===== config.mk =====
export PLATFORM = sky130hd
export DESIGN_NAME = vdp_text_blitter
export DESIGN_NICKNAME = d
export VERILOG_FILES = /design/src/rtl/vdp_text_blitter.sv
export SDC_FILE = /design/constraint.sdc
export NUM_CORES = 1
export LEC_CHECK = 0
export CAP_MARGIN = 10
export CELL_PAD_IN_SITES_DETAIL_PLACEMENT = 1
export CELL_PAD_IN_SITES_GLOBAL_PLACEMENT = 1
export CORE_UTILIZATION = 40
export DETAILED_ROUTE_END_ITERATION = 7
export DONT_BUFFER_PORTS = 1
export PLACE_DENSITY = 0.71
export RECOVER_POWER = 50
export SLEW_MARGIN = 40
export SYNTH_ARGS = -nofsm -noshare
export SYNTH_HDL_FRONTEND = slang
export SYNTH_SLANG_ARGS = --single-unit

===== constraint.sdc =====
create_clock -name CLOCK_50 -period 5.2 [get_ports CLOCK_50]
set_input_delay 1.56 -clock CLOCK_50 [delete_from_list [all_inputs] [get_ports CLOCK_50]]
set_output_delay 1.56 -clock CLOCK_50 [all_outputs]
set_load 0.02 [all_outputs]

===== src/rtl/vdp_text_blitter.sv =====
// Command-driven glyph/fill renderer feeding the VDP frame buffer, one pixel per clock.
// Optional feature: define VDP_TRANSP_BG_EN to add cmd_transp (skip background pixels).
module vdp_text_blitter #(
  parameter int PIX_W     = 24,
  parameter int VADR_W    = 16,
  parameter int FB_W_LOG2 = 8,
  parameter int CADR_W    = 11,
  parameter int GLYPH_H   = 8
) (
  input  logic                                             CLOCK_50,
  input  logic                                             RESET_N,
  input  logic                                             cmd_valid,
  output logic                                             cmd_ready,
  input  logic                                             cmd_op,
  input  logic [7:0]                                       cmd_char,
  input  logic [FB_W_LOG2-4:0]                             cmd_col,
  input  logic [VADR_W-FB_W_LOG2-$clog2(GLYPH_H)-1:0]      cmd_row,
  input  logic [PIX_W-1:0]                                 cmd_fg,
  input  logic [PIX_W-1:0]                                 cmd_bg,
`ifdef VDP_TRANSP_BG_EN
  input  logic                                             cmd_transp,
`endif
  output logic                                             done,
  output logic [CADR_W-1:0]                                crom_adr,
  input  logic [7:0]                                       crom_q,
  output logic [VADR_W-1:0]                                vram_wadr,
  output logic [PIX_W-1:0]                                 vram_d,
  output logic                                             vram_we
);

  localparam int GH_W  = $clog2(GLYPH_H);
  localparam int COL_W = FB_W_LOG2 - 3;
  localparam int ROW_W = VADR_W - FB_W_LOG2 - GH_W;
  localparam logic [GH_W-1:0] LAST_LINE = GH_W'(GLYPH_H - 1);

  typedef enum logic [2:0] {
    S_IDLE, S_FETCH, S_LATCH, S_DRAW, S_FILL, S_DONE
  } state_t;

  state_t             state_reg, state_next;
  logic [7:0]         char_reg;
  logic [COL_W-1:0]   col_reg;
  logic [ROW_W-1:0]   row_reg;
  logic [PIX_W-1:0]   fg_reg, bg_reg;
  logic [GH_W-1:0]    line_reg;
  logic [2:0]         px_reg;
  logic [7:0]         shift_reg;
  logic [VADR_W-1:0]  fill_reg;
  logic               transp_reg;

  // State register plus the command/datapath registers that advance with it.
  always_ff @(posedge CLOCK_50) begin
    if (!RESET_N) begin
      state_reg <= S_IDLE;
      char_reg  <= '0;
      col_reg   <= '0;
      row_reg   <= '0;
      fg_reg    <= '0;
      bg_reg    <= '0;
      line_reg  <= '0;
      px_reg    <= '0;
      shift_reg <= '0;
      fill_reg  <= '0;
    end else begin
      state_reg <= state_next;
      case (state_reg)
        S_IDLE: begin
          if (cmd_valid) begin
            char_reg <= cmd_char;
            col_reg  <= cmd_col;
            row_reg  <= cmd_row;
            fg_reg   <= cmd_fg;
            bg_reg   <= cmd_bg;
            line_reg <= '0;
            px_reg   <= '0;
            fill_reg <= '0;
          end
        end
        S_LATCH: begin
          shift_reg <= crom_q;
          px_reg    <= '0;
        end
        S_DRAW: begin
          // Leftmost pixel sits in bit 7; shift it out one pixel per clock.
          shift_reg <= {shift_reg[6:0], 1'b0};
          px_reg    <= px_reg + 1'b1;
          if (px_reg == 3'd7) line_reg <= line_reg + 1'b1;
        end
        S_FILL: fill_reg <= fill_reg + 1'b1;
        default: ;
      endcase
    end
  end

`ifdef VDP_TRANSP_BG_EN
  always_ff @(posedge CLOCK_50) begin
    if (!RESET_N)
      transp_reg <= 1'b0;
    else if (state_reg == S_IDLE && cmd_valid)
      transp_reg <= cmd_transp;
  end
`else
  assign transp_reg = 1'b0;
`endif

  always_comb begin
    state_next = state_reg;
    case (state_reg)
      S_IDLE:  if (cmd_valid) state_next = cmd_op ? S_FILL : S_FETCH;
      S_FETCH: state_next = S_LATCH;
      S_LATCH: state_next = S_DRAW;
      S_DRAW: begin
        if (px_reg == 3'd7)
          state_next = (line_reg == LAST_LINE) ? S_DONE : S_FETCH;
      end
      S_FILL:  if (fill_reg == '1) state_next = S_DONE;
      S_DONE:  state_next = S_IDLE;
      default: state_next = S_IDLE;
    endcase
  end

  always_comb begin
    cmd_ready = 1'b0;
    done      = 1'b0;
    vram_we   = 1'b0;
    vram_wadr = '0;
    vram_d    = '0;
    case (state_reg)
      S_IDLE: cmd_ready = 1'b1;
      S_DRAW: begin
        // Address is {cell row, glyph line, cell column, pixel}, so it never leaves the frame.
        vram_we   = shift_reg[7] || !transp_reg;
        vram_wadr = {row_reg, line_reg, col_reg, px_reg};
        vram_d    = shift_reg[7] ? fg_reg : bg_reg;
      end
      S_FILL: begin
        vram_we   = 1'b1;
        vram_wadr = fill_reg;
        vram_d    = bg_reg;
      end
      S_DONE: done = 1'b1;
      default: ;
    endcase
  end

  assign crom_adr = {char_reg, line_reg};

endmodule


==> results of run 1 <==
==> cells in the mapped netlist (3+ instances only) <==
cell type	number
nand2_1	154
dfxtp_1	99
a21oi_1	82
a22o_1	35
clkbuf_1	23
nor2_1	19
buf_2	16
mux2i_1	9
a211oi_1	8
o21ai_0	7
nand3_1	6
ha_1	5
inv_1	5
and3_1	4
nand4_1	4
nor4_1	4
a21o_1	3
and2_1	3
buf_1	3
nand3b_1	3
nor3_1	3
o22ai_1	3
==> per-layer routing <==
metal  vias up  routed length [um]
met3        14                 605
met5         -                   0
met1      1805                5115
met4         0                 202
li1       1808                   -
met2        84                5534
==> cell type report <==
| type | instances | area share |
|---|---|---|
| Multi-Input combinational cell | 388 | 0.4715 |
| Sequential cell | 99 | 0.4399 |
| Tap cell | 136 | 0.03777 |
| Clock buffer | 11 | 0.03360 |
| Timing Repair Buffer | 5 | 0.006665 |
| Clock inverter | 5 | 0.006109 |
| Inverter | 5 | 0.004443 |
==> cell usage in the layout (no fill, tap or decap), types with 4 or more instances in the layout <==
| cell type | count |
|---|---|
| nand2_1 | 154 |
| dfxtp_1 | 99 |
| a21oi_1 | 82 |
| a22o_1 | 35 |
| nor2_1 | 19 |
| clkbuf_8 | 11 |
| mux2i_1 | 9 |
| a211oi_1 | 8 |
| o21ai_0 | 7 |
| nand3_1 | 6 |
| ha_1 | 5 |
| inv_1 | 4 |
| nand4_1 | 4 |
| nor4_1 | 4 |
| clkinv_2 | 4 |
==> where the power goes <==
group          leakage [nW]  total, mW  switching (mW)  internal [mW]
registers             0.808      0.891          0.0622          0.829
clock network        0.0949      0.460           0.263          0.197
logic                 0.710      0.288           0.201         0.0863
total                  1.61       1.64           0.527           1.11
==> logic make-up (layout without fill, tap and decap cells) <==
kind of cell	Yosys count	in the layout	synth area share
fa+ha+maj	5	5	0.01455
simple gates	216	216	0.2170
xor+xnor	2	2	0.004074
flops	99	99	0.4609
mux	10	10	0.02357
compound gates	155	155	0.2304
buf+inv	49	26	0.04946
==> through the flow <==
stage / utilization / hold WS (ns) / std cells / setup slack, ns
5_1_grt: 0.4345 / 0.4838 / 649 / 0.5586
2_1_floorplan: - / 0.4360 / 536 / 2.027
6_report: 0.4345 / 0.4587 / 649 / 0.8703
3_3_place_gp: 0.4170 / 0.4440 / 633 / 1.338
3_5_place_dp: 0.4181 / 0.4496 / 633 / 1.409
4_1_cts: 0.4353 / 0.4625 / 649 / 1.004
==> worst reg2reg max path, cell delays in order, from the launching register on <==
cell and delay, ns:
dfxtp_1 0.84, or4b_1 0.93, clkbuf_1 1.47, o311ai_0 0.37
a21oi_1 0.21
==> how the worst max path moves through the flow <==
stage | from | to | cells after the start
global route | RESET_N | fg_reg[14] | 3
global placement | state_reg[0] | vram_d[18] | 3
CTS | state_reg[1] | vram_wadr[7] | 4
detailed placement | state_reg[1] | vram_wadr[7] | 4
finish | RESET_N | fg_reg[13] | 3
floorplan | state_reg[1] | vram_wadr[11] | 7
==> out/metrics.csv, run 1 <==
stage;metric;value;unit
hold_path;hp-start;bg_reg[19];
floorplan;die_w;105.7;um
floorplan;fp.dieArea;11170;um2
worst_setup_path;slowest_stage;clkinvlp_2;
synth;syn_inst;536;
worst_setup_path;path_class;in2reg;
synth;synth_area;4300;um2
detailed_routing;ant_nets;0;
sta;slew_headroom;-0.5567;
status;violations;max-capacitance violations, max-slew violations;
place;gp_congestion;0.7877;
power_and_ir_drop;p_total;1.639;mW
worst_setup_path;cp_max_fo;64;
sta;slew_violations;108;
grt;grt_pass1_wl;18670;um
synth;synth_seq_cells;99;
clock_network;cts_setup_buffers;0;
synth;synth_cell_types;52;
grt;grt_max_degree;65;
power_and_ir_drop;peakVddDrop;0.0001279;V
clock_network;cts_tree;built;
worst_setup_path;slowest_delay;1.73;ns
worst_setup_path;end_kind;flip-flop;
clock_network;clk_latency;0.36;ns
sta;skew;0.009536;ns
synth;seq_area_frac_synth;0.4609;
synth;synth-warning-count;0;
clock_network;cts_hold_buf;0;
synth;yosysTopAreaCell;dfxtp_1;
sta;fmax;0.2310;GHz
worst_setup_path;critPathArrivalTime;4.60;ns
cells_and_area;syn2layout_area_growth;4.772;%
detailed_routing;firstDrtPassIters;4;
synth;synth_ff_type;dfxtp_1;
worst_setup_path;worstSetupStartpointType;input pin;
cells_and_area;layout.area.seq;1982;um2
clock_network;cts.clk_slew.worst_paths;0.09;ns
grt;grtUsageMet3;0.04947;
clock_network;cts.sinks;99;
place;dp_hpwl;7772;um
place;place_area;4335;um2
detailed_routing;via_per_inst;5.718;
worst_setup_path;crit_chain;clkinvlp_2, clkbuf_1, a21oi_1;
synth;syn_nets;619;
hold_path;hold_depth;2;
worst_setup_path;timing.rr.start;state_reg[0];
synth;synth_top_area_share;0.4609;
power_and_ir_drop;p_leak;1.614;nW
worst_setup_path;r2r_cells;4;
floorplan;num_rows;37;
detailed_routing;wire_per_inst;17.65;um
sta;setup-tns-final;0;ns
worst_setup_path;crit_family;buffers and inverters;
sta;period_minus_slack;4.330;ns
detailed_routing;drc_errors;0;
sta;rsz0062_at_grt;false;
cells_and_area;layout-drive-gt1-share;0.05263;
clock_network;cts_max_level;3;
grt;antenna_found_initial;0;
clock_network;cts_buffers;9;
grt;grt.overflow.total;0;
synth;yosys-top-cells-area;dfxtp_1, nand2_1, a21oi_1, a22o_1, mux2i_1;
synth;synth-edff-count;0;
cells_and_area;multi_input_area;2125;um2
sta;setup_viol;0;
floorplan;fp.dieH;105.7;um
grt;use_met1;0.2613;
hold_path;min_to;bg_reg[19];
worst_setup_path;worst-r2r-setup-slack;1.30;ns
detailed_routing;drt_first_iter_violations;151;
cells_and_area;nFillCells;1264;
synth;ys_async_sr_fraction;0;
job;drv_cap;2;
sta;final_hold_viol_count;0;
grt;grt.total_usage;0.2082;
place;io_buffers;0;
grt;gr-usage-met2;0.3408;
worst_setup_path;reg2reg_to;fill_reg[13];
clock_network;clock_path_buffers;2;
cells_and_area;fin_nets;591;
clock_network;cts_resized;0;
detailed_routing;vias;3711;
floorplan;start_util;0.4147;
cells_and_area;final_area;4506;um2
grt;grt.busiest_layer;met2;
hold_path;hold_path_class;reg2reg;
clock_network;ctsRootBufferMaster;clkbuf_8;
worst_setup_path;required;5.47;ns
floorplan;core;10370;um2
status;status;complete, but fails checks;
floorplan;pin_count;132;
detailed_routing;drt-total-wl;11460;um
grt;grt_pass1_vias;3710;
worst_setup_path;crit_buf_inv;2;
power_and_ir_drop;p_per_area;363.7;nW/um2
sta;worst_slew_pin_slew;2.322;ns
synth;synth.avg_cell_area;8.023;um2
sta;fin_crit_sh;0.8326;
cells_and_area;antennaDiodeCount;0;
Note: power is estimated with default switching activity, not from simulation.
==> run 2: changes to the inputs <==
--- a/config.mk
+++ b/config.mk
@@ -11,7 +11,7 @@
 export CORE_UTILIZATION = 40
 export DETAILED_ROUTE_END_ITERATION = 7
 export DONT_BUFFER_PORTS = 1
-export PLACE_DENSITY = 0.71
+export PLACE_DENSITY = 0.74
 export RECOVER_POWER = 50
 export SLEW_MARGIN = 40
 export SYNTH_ARGS = -nofsm -noshare
==> constraint.sdc (replaced) <==
create_clock -name CLOCK_50 -period 3.7 [get_ports CLOCK_50]
set_input_delay 1.11 -clock CLOCK_50 [delete_from_list [all_inputs] [get_ports CLOCK_50]]
set_output_delay 1.11 -clock CLOCK_50 [all_outputs]
set_load 0.02 [all_outputs]
==> run 2 against run 1 <==
The flow still finishes with violations (max-capacitance violations, max-slew violations). Worst setup slack got worse by 0.60 ns. Core utilization rose by 0.64 points. Via count rose by 1.1%. Final area rose by 1.5%. Worst hold slack got worse by 0.0020 ns. Critical path depth did not move. Clock power rose by 62%. Die area did not move. Combinational power rose by 47%. Largest power group unchanged.
==> out/metrics.csv, run 2 (synthesis results as in run 1) <==
stage;metric;value;unit;change
cells_and_area;syn2layout_area_growth;6.314;%;was 4.772%
clock_network;cts.clk_slew.worst_paths;0.09;ns;about the same
grt;grt.total_usage;0.2102;;was 0.2082
grt;grt_max_degree;40;;was 65
detailed_routing;wire_per_inst;17.76;um;was 17.65 um
clock_network;cts_resized;0;;unchanged
floorplan;num_rows;37;;unchanged
sta;setup_viol;0;;unchanged
grt;grt_pass1_wl;18690;um;was 18,670 um
sta;hold_ws;0.4567;ns;was 0.4587 ns
cells_and_area;final_cell_mix;nand2_1, dfxtp_1, a21oi_1, a22o_1, nor2_1;;unchanged
place;io_buffers;0;;unchanged
place;gp_congestion;0.7429;;was 0.7877
cells_and_area;final_common_cell;nand2_1;;unchanged
status;violations;max-capacitance violations, max-slew violations;;unchanged
sta;rsz0062_at_grt;false;;unchanged
floorplan;die_w;105.7;um;unchanged
grt;grt.overflow.total;0;;unchanged
worst_setup_path;slowest_delay;0.66;ns;was 1.73 ns
detailed_routing;drc_errors;0;;unchanged
worst_setup_path;end_kind;primary output;;was flip-flop
power_and_ir_drop;p_leak;1.666;nW;was 1.614 nW
cells_and_area;fin_nets;599;;was 591
sta;slew_headroom;-0.05918;;was -0.5567
clock_network;cts_tree;built;;unchanged
cells_and_area;layout-drive-gt1-share;0.05566;;was 0.05263
clock_network;cts.sinks;99;;unchanged
place;dp_hpwl;8086;um;was 7772 um
grt;grt_pass1_vias;3862;;was 3,710
job;drv_cap;1;;was 2
sta;fmax;0.2913;GHz;
floorplan;start_util;0.4147;;unchanged
clock_network;cts_hold_buf;0;;unchanged
sta;setup-tns-final;0;ns;unchanged
sta;period_minus_slack;3.433;ns;
sta;fin_crit_sh;0.9277;;
worst_setup_path;crit_chain;or3b_1, clkbuf_1, o21ai_0;;was clkinvlp_2, clkbuf_1, a21oi_1
floorplan;fp.dieH;105.7;um;unchanged
sta;skew;0.008845;ns;was 0.009536 ns
sta;final_hold_viol_count;0;;unchanged
sta;worst_slew_pin_slew;1.588;ns;was 2.322 ns
detailed_routing;drt_first_iter_violations;135;;was 151
worst_setup_path;critPathArrivalTime;2.32;ns;was 4.60 ns
worst_setup_path;required;2.59;ns;was 5.47 ns
worst_setup_path;crit_buf_inv;1;;was 2
worst_setup_path;slowest_stage;o21ai_0;;was clkinvlp_2
clock_network;clk_latency;0.37;ns;was 0.36 ns
place;dp.cells;641;;was 633
power_and_ir_drop;p_per_area;525.7;nW/um2;was 363.7 nW/um2
grt;antenna_found_initial;0;;unchanged
worst_setup_path;worstSetupStartpointType;flip-flop;;was input pin
cells_and_area;final_util;0.4409;;was 0.4345
cells_and_area;antennaDiodeCount;0;;unchanged
detailed_routing;ant_nets;0;;unchanged
detailed_routing;drt-total-wl;11670;um;was 11,460 um
floorplan;core;10370;um2;unchanged
worst_setup_path;crit_family;compound AO/OA/AOI/OAI gates;;was buffers and inverters
clock_network;cts_setup_buffers;0;;unchanged
detailed_routing;vias;3751;;was 3,711
sta;slew_violations;29;;was 108
hold_path;hold_path_class;reg2reg;;unchanged
cells_and_area;final_area;4572;um2;was 4506 um2
clock_network;clock_path_buffers;2;;unchanged
clock_network;ctsRootBufferMaster;clkbuf_8;;unchanged
detailed_routing;via_per_inst;5.709;;was 5.718
worst_setup_path;cp_max_fo;13;;was 64
worst_setup_path;path_class;reg2out;;was in2reg
floorplan;pin_count;132;;unchanged
status;status;complete, but fails checks;;unchanged
power_and_ir_drop;peakVddDrop;0.0002211;V;was 0.0001279 V
clock_network;cts_buffers;9;;unchanged
detailed_routing;firstDrtPassIters;4;;unchanged
floorplan;fp.dieArea;11170;um2;unchanged
cells_and_area;fin_cells;657;;was 649
place;place_area;4384;um2;was 4335 um2
clock_network;cts_max_level;3;;unchanged
==> run 2: cell types whose count changed in the layout (fill, tap and decap cells not counted), moves of 2 or more <==
cell	delta
clkbuf_1	+2
buf_4	+6
bufinv_16	+2
clkbuf_8	-2
==> run 2: power by group <==
| group | total (mW) | leakage, nW | switching (mW) | internal, mW |
|---|---|---|---|---|
| Combinational | 0.423 | 0.747 | 0.295 | 0.128 |
| Sequential | 1.24 | 0.808 | 0.0718 | 1.16 |
| Clock | 0.745 | 0.110 | 0.368 | 0.377 |
==> run 2: area by class of cell <==
type | instances | area [um2]
tap | 136 | 170.2
fill | 1294 | 5798
timing repair buffer | 13 | 83.83
clock inverter | 6 | 80.08
sequential | 99 | 1982
clock buffer | 10 | 127.6
inverter | 5 | 18.77
multi-input combinational | 388 | 2110
==> run 2: routing by layer <==
metal | up-vias | wire, um | track usage
met4 | 0 | 236 | 0.08730
met5 | - | 0 | 0
met3 | 20 | 563 | 0.04762
met1 | 1823 | 4981 | 0.2380
li1 | 1822 | - | -
met2 | 86 | 5886 | 0.3777
==> run 2: worst reg2reg max path, delay by kind of cell (launching register included) <==
kind / cells / cell delay [ns]
AOI/OAI and AO/OA: 1 / 0.15
buffers and inverters: 2 / 0.74
DFF: 1 / 0.31
and+or+nand+nor: 3 / 2.01
==> run 2: metrics by stage <==
stage               power, mW  setup slack (ns)
finish                  2.404            0.2674
global route            2.527            0.1331
CTS                     2.442            0.3640
detailed placement      1.698            0.7849
global placement        1.673            0.8698
floorplan               1.592            0.9771
==> run 2: path summary, 6_finish.rpt <==
path,start,end,slack (ns),depth (start not counted)
max,state_reg[2],vram_wadr[14],0.27,3
min,bg_reg[8],bg_reg[8],0.46,2
max reg2reg,state_reg[0],char_reg[7],0.41,6
min reg2reg,bg_reg[8],bg_reg[8],0.46,2
